[src/rtl/fork_pkg.sv]
// fork_pkg: default sizes and shared types for the eager fork controller
package fork_pkg;
   localparam int DEFAULT_NUM_READYS = 2;
   localparam int DEFAULT_CNT_W      = 16;
   typedef logic [DEFAULT_NUM_READYS-1:0] fork_mask_t;
endpackage

[src/rtl/fork_done_flag.sv]
// fork_done_flag: per-output "token already delivered" flag
//   clk, rst_n : clock, synchronous active-low reset
//   fire       : token retired by the producer this cycle (clears the flag)
//   xfer       : this output accepted the token this cycle (sets the flag)
//   done       : flag state
module fork_done_flag (
   input  logic clk,
   input  logic rst_n,
   input  logic fire,
   input  logic xfer,
   output logic done
);
   logic done_d, done_q;
   always_comb done_d = fire ? 1'b0 : (xfer | done_q);
   always_ff @(posedge clk) done_q <= !rst_n ? 1'b0 : done_d;
   assign done = done_q;
endmodule

[src/rtl/eager_fork_ctrl.sv]
// eager_fork_ctrl: one-to-many eager fork sequencer; each enabled output gets the token exactly once
//   clk, rst_n  : clock, synchronous active-low reset
//   valid_in    : producer token valid;  ready_in : producer may retire the token
//   valid_out   : per-consumer valid;    ready_out : per-consumer ready
//   fork_mask   : 1 = output participates in the fork
//   stall_cnt   : saturating count of stalled producer cycles (only with FORK_STALL_CNT_EN)
module eager_fork_ctrl
   import fork_pkg::*;
#(
   parameter int NUM_READYS = DEFAULT_NUM_READYS
`ifdef FORK_STALL_CNT_EN
   , parameter int CNT_W = DEFAULT_CNT_W
`endif
) (
   input  logic                  clk,
   input  logic                  rst_n,
   input  logic                  valid_in,
   output logic                  ready_in,
   output logic [NUM_READYS-1:0] valid_out,
   input  logic [NUM_READYS-1:0] ready_out,
   input  logic [NUM_READYS-1:0] fork_mask
`ifdef FORK_STALL_CNT_EN
   , output logic [CNT_W-1:0]    stall_cnt
`endif
);
   logic [NUM_READYS-1:0] done, ack;
   logic fire;
   always_comb begin
      valid_out = {NUM_READYS{valid_in}} & fork_mask & ~done;
      ack       = ~fork_mask | done | ready_out;
      ready_in  = 1'b1;
      for (int i = 0; i < NUM_READYS; i++) ready_in = ready_in & ack[i];
      fire      = valid_in & ready_in;
   end
   for (genvar g = 0; g < NUM_READYS; g++) begin : g_done
      fork_done_flag u_done (
         .clk  (clk),
         .rst_n(rst_n),
         .fire (fire),
         .xfer (valid_out[g] & ready_out[g]),
         .done (done[g])
      );
   end
`ifdef FORK_STALL_CNT_EN
   logic [CNT_W-1:0] stall_cnt_d, stall_cnt_q;
   always_comb stall_cnt_d = (valid_in & ~ready_in & ~&stall_cnt_q) ? stall_cnt_q + 1'b1 : stall_cnt_q;
   always_ff @(posedge clk) stall_cnt_q <= !rst_n ? '0 : stall_cnt_d;
   assign stall_cnt = stall_cnt_q;
`endif
endmodule

[config.mk]
export PLATFORM = sky130hd
export DESIGN_NAME = eager_fork_ctrl
export DESIGN_NICKNAME = d
export VERILOG_FILES = /design/src/rtl/fork_pkg.sv /design/src/rtl/fork_done_flag.sv /design/src/rtl/eager_fork_ctrl.sv
export SDC_FILE = /design/constraint.sdc
export NUM_CORES = 1
export LEC_CHECK = 0
export CORE_AREA = 2 2 39 41
export CTS_CLUSTER_SIZE = 30
export DETAILED_ROUTE_END_ITERATION = 10
export DIE_AREA = 0 0 41 43
export PLACE_DENSITY = 0.37
export SLEW_MARGIN = 20
export SYNTH_ARGS = -nofsm -noshare
export SYNTH_HDL_FRONTEND = slang
export SYNTH_HIERARCHICAL = 1
export SYNTH_SLANG_ARGS = --single-unit
[constraint.sdc]
create_clock -name clk -period 2.5 [get_ports clk]
set_input_delay 0.5 -clock clk [delete_from_list [all_inputs] [get_ports clk]]
set_output_delay 0.5 -clock clk [all_outputs]
set_load 0.05 [all_outputs]
==> results of run 1 <==
## path summary, 6_finish.rpt
check,startpoint,endpoint,cells past startpoint,slack (ns)
max,fork_mask[0],ready_in,4,0.56
min,g_done[1].u_done/done,g_done[1].u_done/done,2,0.53
max reg2reg,g_done[0].u_done/done,g_done[0].u_done/done,4,1.48
min reg2reg,g_done[1].u_done/done,g_done[1].u_done/done,2,0.53
## synthesized netlist by cell type
library cell,number
and2_1,2
dfxtp_1,2
nand2b_1,2
nor2_1,2
nor3b_2,2
and3b_1,1
and3b_2,1
o221a_1,1
o22a_2,1
## cell families (layout without fill, tap and decap cells)
family	count (synthesis)	count (layout)
AO/OA/AOI/OAI	2	2
buffers and inverters	0	12
AND/OR/NAND/NOR	10	10
flip-flops	2	2
## area by class of cell
cell class              count  area [µm²]
multi-input cells          12        97.6
clock buffers               3        22.5
repair buffers              9         120
fillers                   146        1080
well taps                  16        20.0
flip-flops and latches      2        40.0
## tightest hold or removal path: stages (launching register included)
cell	delay (ns)
dfxtp_1	0.30
nor2_1	0.12
nor3b_2	0.05
## layer usage
metal	share of wire, %	vias to the layer above
met4	0	0
met1	50	70
met3	13	0
met5	0	-
met2	37	10
li1	-	77
## metrics by stage
stage	hold WS, ns	util (%)
final	0.531	21.7
after global routing	0.577	21.7
after CTS	0.543	21.7
after detailed placement	0.538	20.1
after global placement	0.543	20.1
after floorplan	0.511	-
## power by group
group	switching, mW	total (mW)	internal [mW]	leakage, nW
Combinational	0.0227	0.0504	0.0276	0.0865
Clock	0.0158	0.0685	0.0527	0.0138
Sequential	0.000764	0.0342	0.0335	0.0163
Total	0.0392	0.153	0.114	0.117
==> summary by stage, run 1 <==
Worst setup path
Among cell families on the critical path, the largest total delay comes from buffers and inverters. The type of the worst setup path is in2out. Data on the critical path is required at its endpoint by 2.00 ns. Walking the worst path, the cells encountered are clkdlybuf4s50_1 > nand2b_1 > o22a_2 > buf_12. The arrival time of the worst setup path is 1.44 ns. The worst setup path is launched from an input pin. STA classifies the critical path endpoint as an output port. The cell with the biggest individual delay on the critical path is clkdlybuf4s50_1. The maximum single-stage delay on the critical path is 0.48 ns.

The largest driver fanout on the critical path is 2. The critical path buffer and inverter count is 2.

Synthesis
The net count after synthesis is 21. The biggest area consumer among synthesized cells is dfxtp_1. After synthesis, the largest family of logic cells by area is simple AND/OR/NAND/NOR gates.

The post-synthesis adder-cell area fraction is 0%. For this run, the number of Yosys warnings is 6. In this run, synthesis produced a sequential element count of 2. The share of the synthesized area in the top cell type is 29.1%.

Of the synthesized area, sequential elements account for 29.1%. The number of distinct standard cells referenced by the synthesized netlist is 9. Summing every instance area after synthesis gives 138 µm². By area the synthesized netlist is led by dfxtp_1, nor3b_2, and2_1. The XOR/XNOR share of the synthesized area is 0%.

The portion of synthesized area spent on multiplexers is 0%. Summing the areas of all compound-gate instances in the mapped netlist gives 15.5% of the synthesized area. After Yosys synthesis, and, or, nand and nor cells account for 55.5% of the synthesized area.

Synthesis produced a netlist whose cell count is 14. The average size of a mapped cell is 9.83 µm².

Clocking
Counting every sink on the clock net gives 2. TritonCTS built the clock tree. For this design, the CTS-stage hold fixing added 0 buffers. The clock latency reported for the late side of the worst-skew pair is 0.22 ns.

The buffer count from post-CTS setup fixing is 0. The clock edge transition at the registers on the reported setup and hold paths is 0.03 ns. In this run the number of H-tree levels came out at 1. The longest clock path from root to sink contains 2 buffers. Gates resized during post-CTS repair numbered 0. The number of buffers created by CTS is 3. CTS placed an instance of clkbuf_4 at the clock tree root.

Pwr
The analysis attributes to cell leakage a power of 0.117 nW. The power consumption is 153 µW. In this run the power density over the cells is 510 nW/µm².

VDD sags by at most 0.000235 V.

Cells and area
Leaving out fill and tap cells, the most frequent cell in the layout is clkdlybuf4s50_1. After the last flow step, the layout net total stands at 35. In the layout the commonest cells are clkdlybuf4s50_1, clkbuf_4, buf_12.

Of the cells placed in the final design, the portion with a size suffix greater than 1 is 38.5%. The register with the most flip-flops in the layout has 2 of them. The non-filler instance count after layout is 42. The finished cells cover 300 µm². The count of inserted antenna diode cells is 0.

Relative to the synthesized area, the layout overhead comes to 118%.

Timing
The setup violation total in the final timing report is 0. The number of slew-limit violations in the final report is 0. Setup repair after global routing left no endpoint under its margin. Derived from the worst setup path, the maximum achievable clock frequency is 515 MHz. The final critical path takes up 77.7% of the cycle. The worst setup skew after layout is 0.00283 ns. At the pin with the least slew margin, the transition time is 0.138 ns. The worst max-slew margin expressed relative to the limit is 90.8%. The number of endpoints with negative hold slack in the final report is 0. The slack of the critical path is 0.558 ns. The post-route minimum period is 1.94 ns. For the final routed database, the setup TNS stands at 0 ns.

Die
The horizontal die dimension is 41 µm. In this run the count of I/O pins placed on the die edge is 10. The floorplan step set the die height to 43 µm. The total number of placement rows is 14. Once the floorplan was initialized, standard cells occupied 9.95% of the core. In this run the standard cell core region covers 1380 µm².

The floorplan step defined a die boundary enclosing 1760 µm².

Routing
Dividing the detail-routed via count by the number of cells gives 3.74. The detailed-route wire length per cell is 8.98 µm. The first-iteration detailed-routing DRC count is 1. The sum of routed wire length over all layers is 377 µm. The first detailed-routing pass ran for 2 iterations. The total number of vias is 157. After detailed routing, the number of remaining DRC violations is 0. Once detail routing completed, the nets flagged for antenna violations numbered 0.

Placement
Before CTS, the worst setup slack after placement is 0.557 ns. The weighted congestion reported at the end of routability-driven placement is 0.612. The number of I/O port buffers is 9.

The placed standard-cell area is 278 µm². The number of cells after detailed placement is 39.

Global routing
The first global-routing pass estimated 690 µm of wire. Summed over all layers, the global routing overflow is 0. For met3 alone, demand over resource in global routing was 5.76%. Global routing consumed, on the met2 layer, 6.88% of the routing resources. Global routing used 6.21% of the available tracks across all layers. The number of global-route vias before repair came to 176. The largest net degree at the start of global routing is 4. The initial antenna violation count came to 0. The most used routing layer is met1. The met1 capacity usage during global routing is 7.32%.

Outcome
The run finished with clean final reports.

Flow run
Max-cap violations in this run came to 0.

Min path
The worst hold-check path type is reg2reg.
(Power assumes the default switching activity.)
==> run 2: changes to the inputs <==
- clock period: 2.5 -> 1.9 ns (I/O delays scaled with it)
==> summary by stage, run 2 (synthesis results as in run 1) <==
Clocking
The clock latency reported for the late side of the worst-skew pair is 0.22 ns (about the same). The buffer count from post-CTS setup fixing was 0 (unchanged). The number of buffers created by CTS is 3 (unchanged). The cell sitting at the root of the clock tree is a clkbuf_4. The depth of the CTS H-tree is 1 (unchanged). The clock sink count is 2 (unchanged).

The maximum buffer depth of the clock tree was 2 (unchanged). The cts-stage hold buffer count is 0 (unchanged). The CTS tree is yes. The quantity of gates resized following cts came to 0 (unchanged). The clock edge transition at the registers on the reported setup and hold paths was 0.03 ns (about the same).

Routing
The first-iteration detailed-routing DRC count is 0 (-1). The total number of vias came to 154 (-1.9%). The detailed-route wire length per cell came to 9.95 µm (+11%). The sum of routed wire length over all layers came to 418 µm (+11%). The antenna violation net count after detailed routing is 0 (unchanged).

The post-detailed-route DRC marker count is 0 (unchanged). The first-pass iteration count of the detailed router was 1 (-1). The vias per cell is 3.67 (-1.9%).

Worst setup path
Walking the worst path, the cells encountered are clkdlybuf4s50_1 > nand2b_1 > o22a_2 > buf_12. The worst setup path is of the in2out kind. The worst setup path is captured at an output port. The critical path buffer and inverter count came to 2 (unchanged).

On the critical path, the stage with the largest delay is an instance of clkdlybuf4s50_1. The end of the worst register-to-register path is g_done[1].u_done/done. The kind of start point of the critical path is an input pin. The launching point of the worst reg2reg path is g_done[1].u_done/done.

The worst endpoint required time is 1.52 ns (-0.48 ns). The maximum single-stage delay on the critical path came to 0.48 ns (about the same). The length in cells of the worst reg-to-reg path is 4 (unchanged). The setup slack of the most critical reg-to-reg path is 0.89 ns (-0.59 ns). The arrival time of the worst setup path was 1.33 ns (-0.11 ns). The largest driver fanout on the critical path is 2 (unchanged). The family with the most delay on the worst path is buffers and inverters.

Die
The horizontal die dimension came to 41 µm (unchanged). The total number of placement rows came to 14 (unchanged). The die height came to 43 µm (unchanged). The total core area is 1380 µm² (unchanged). The I/O pin count is 10 (unchanged). The die outline area is 1760 µm² (unchanged). The initial core utilization is 9.95% (unchanged).

Placement
The wire-length estimate of the detail-placed layout is 350 µm. The worst slack at placement is 0.194 ns (-0.363 ns). The number of I/O port buffers came to 9 (unchanged). The weighted congestion reported at the end of routability-driven placement is 0.600 (-1.9%). The placed standard-cell area was 278 µm² (unchanged).

Timing
The setup violation total in the final timing report is 0 (unchanged). After layout, the worst path uses 90.1% of the clock period. The number of slew-limit violations in the final report is 0 (unchanged).

The worst setup skew after layout is 0.00179 ns (-0.00104 ns). The post-route minimum period is 1.71 ns. The final sum of negative setup slack came to 0 ns (unchanged). The worst max-slew margin expressed relative to the limit is 90.3% (-0.45 points). Timing would allow up to 584 MHz. Setup repair after global routing left no endpoint under its margin.

The actual transition at the worst max-transition pin was 0.145 ns (+0.00672 ns). The number of endpoints with negative hold slack in the final report is 0 (unchanged). The slack of the critical path was 0.188 ns (-0.371 ns).

Global routing
The largest net degree at the start of global routing is 4 (unchanged). The global-route wire length before repair is 641 µm (-7.1%). The number of global-route vias before repair is 183 (+4.0%). The total global routing overflow is 0 (unchanged).

The initial antenna violation count is 0 (unchanged). The total global-route track usage is 5.61% (-0.59 points).

Pwr
The worst voltage drop across the vdd grid is 0.000229 V (-2.5%). The static leakage is 0.117 nW (unchanged). The power density of the placed cells is 673 nW/µm² (+32%). The power consumption is 202 µW (+32%).

Cells and area
Leaving out fill and tap cells, the most frequent cell in the layout is clkdlybuf4s50_1. The share of the core filled with cells came to 21.7% (unchanged). The final instance area came to 300 µm² (unchanged).

The layout-stage area growth over the synthesis result is 118% (unchanged). The fraction of layout cells with a size suffix above 1 is 38.5% (unchanged). The count of inserted antenna diode cells is 0 (unchanged). The number of filler instances in the final layout is 153 (+4.8%). The number of flip-flops under the largest register name is 2 (unchanged). In the layout the commonest cells are clkdlybuf4s50_1, clkbuf_4, buf_12. The net count reported at finish is 35 (unchanged).

Flow run
The number of max-cap violations came to 0 (unchanged).

Min path
The worst hold-check path type is reg2reg. The critical hold path startpoint is g_done[0].u_done/done. The number of stages on the worst hold path is 2 (unchanged). The path with the worst hold slack has its endpoint at g_done[0].u_done/done.

Outcome
The flow ran to the end, and the final reports show no timing, DRC or antenna violations.
## run 2: cell counts in the layout (fill, tap and decap cells not counted)
No cell type changed its count.
## run 2: worst max-delay path by stage
| stage | slack (ns) | startpoint | end | cells after the start |
|---|---|---|---|---|
| CTS | 0.19 | fork_mask[0] | ready_in | 4 |
| global placement | 0.20 | fork_mask[0] | ready_in | 4 |
| global route | 0.16 | fork_mask[1] | ready_in | 4 |
| finish | 0.19 | fork_mask[0] | ready_in | 4 |
| detailed placement | 0.19 | fork_mask[0] | ready_in | 4 |
| floorplan | 0.62 | valid_in | g_done[1].u_done/done | 4 |
## run 2: worst register-to-register path: cells and delay by family (launching register included)
family        cells  cell delay, ns
flops             1            0.34
simple gates      4            0.56
## run 2: cell type report
class | count | area [µm²] | share of cell area, %
sequential | 2 | 40.0 | 13.3
multi-input combinational | 12 | 97.6 | 32.5
tap | 16 | 20.0 | 6.67
timing repair buffer | 9 | 120 | 40.0
clock buffer | 3 | 22.5 | 7.50
## run 2: power by group
part           switching, mW  total (mW)  internal [mW]
Clock                 0.0212      0.0906         0.0694
Sequential           0.00117      0.0452         0.0440
Combinational         0.0300      0.0664         0.0364
Total                 0.0523       0.202          0.150
## run 2: stage by stage
stage,instances,hold slack (ns)
after floorplan,14,0.511
after global placement,39,0.546
after detailed placement,39,0.547
after CTS,42,0.554
after global routing,42,0.571
final,42,0.545
## run 2: layer usage
layer | vias to the layer above | part of all wire [%] | global-route usage [%]
met2 | 10 | 44 | 6.88
met3 | 0 | 15 | 2.62
met5 | - | 0 | 0
li1 | 75 | - | -
met1 | 69 | 41 | 6.39
met4 | 0 | 0 | 6.00
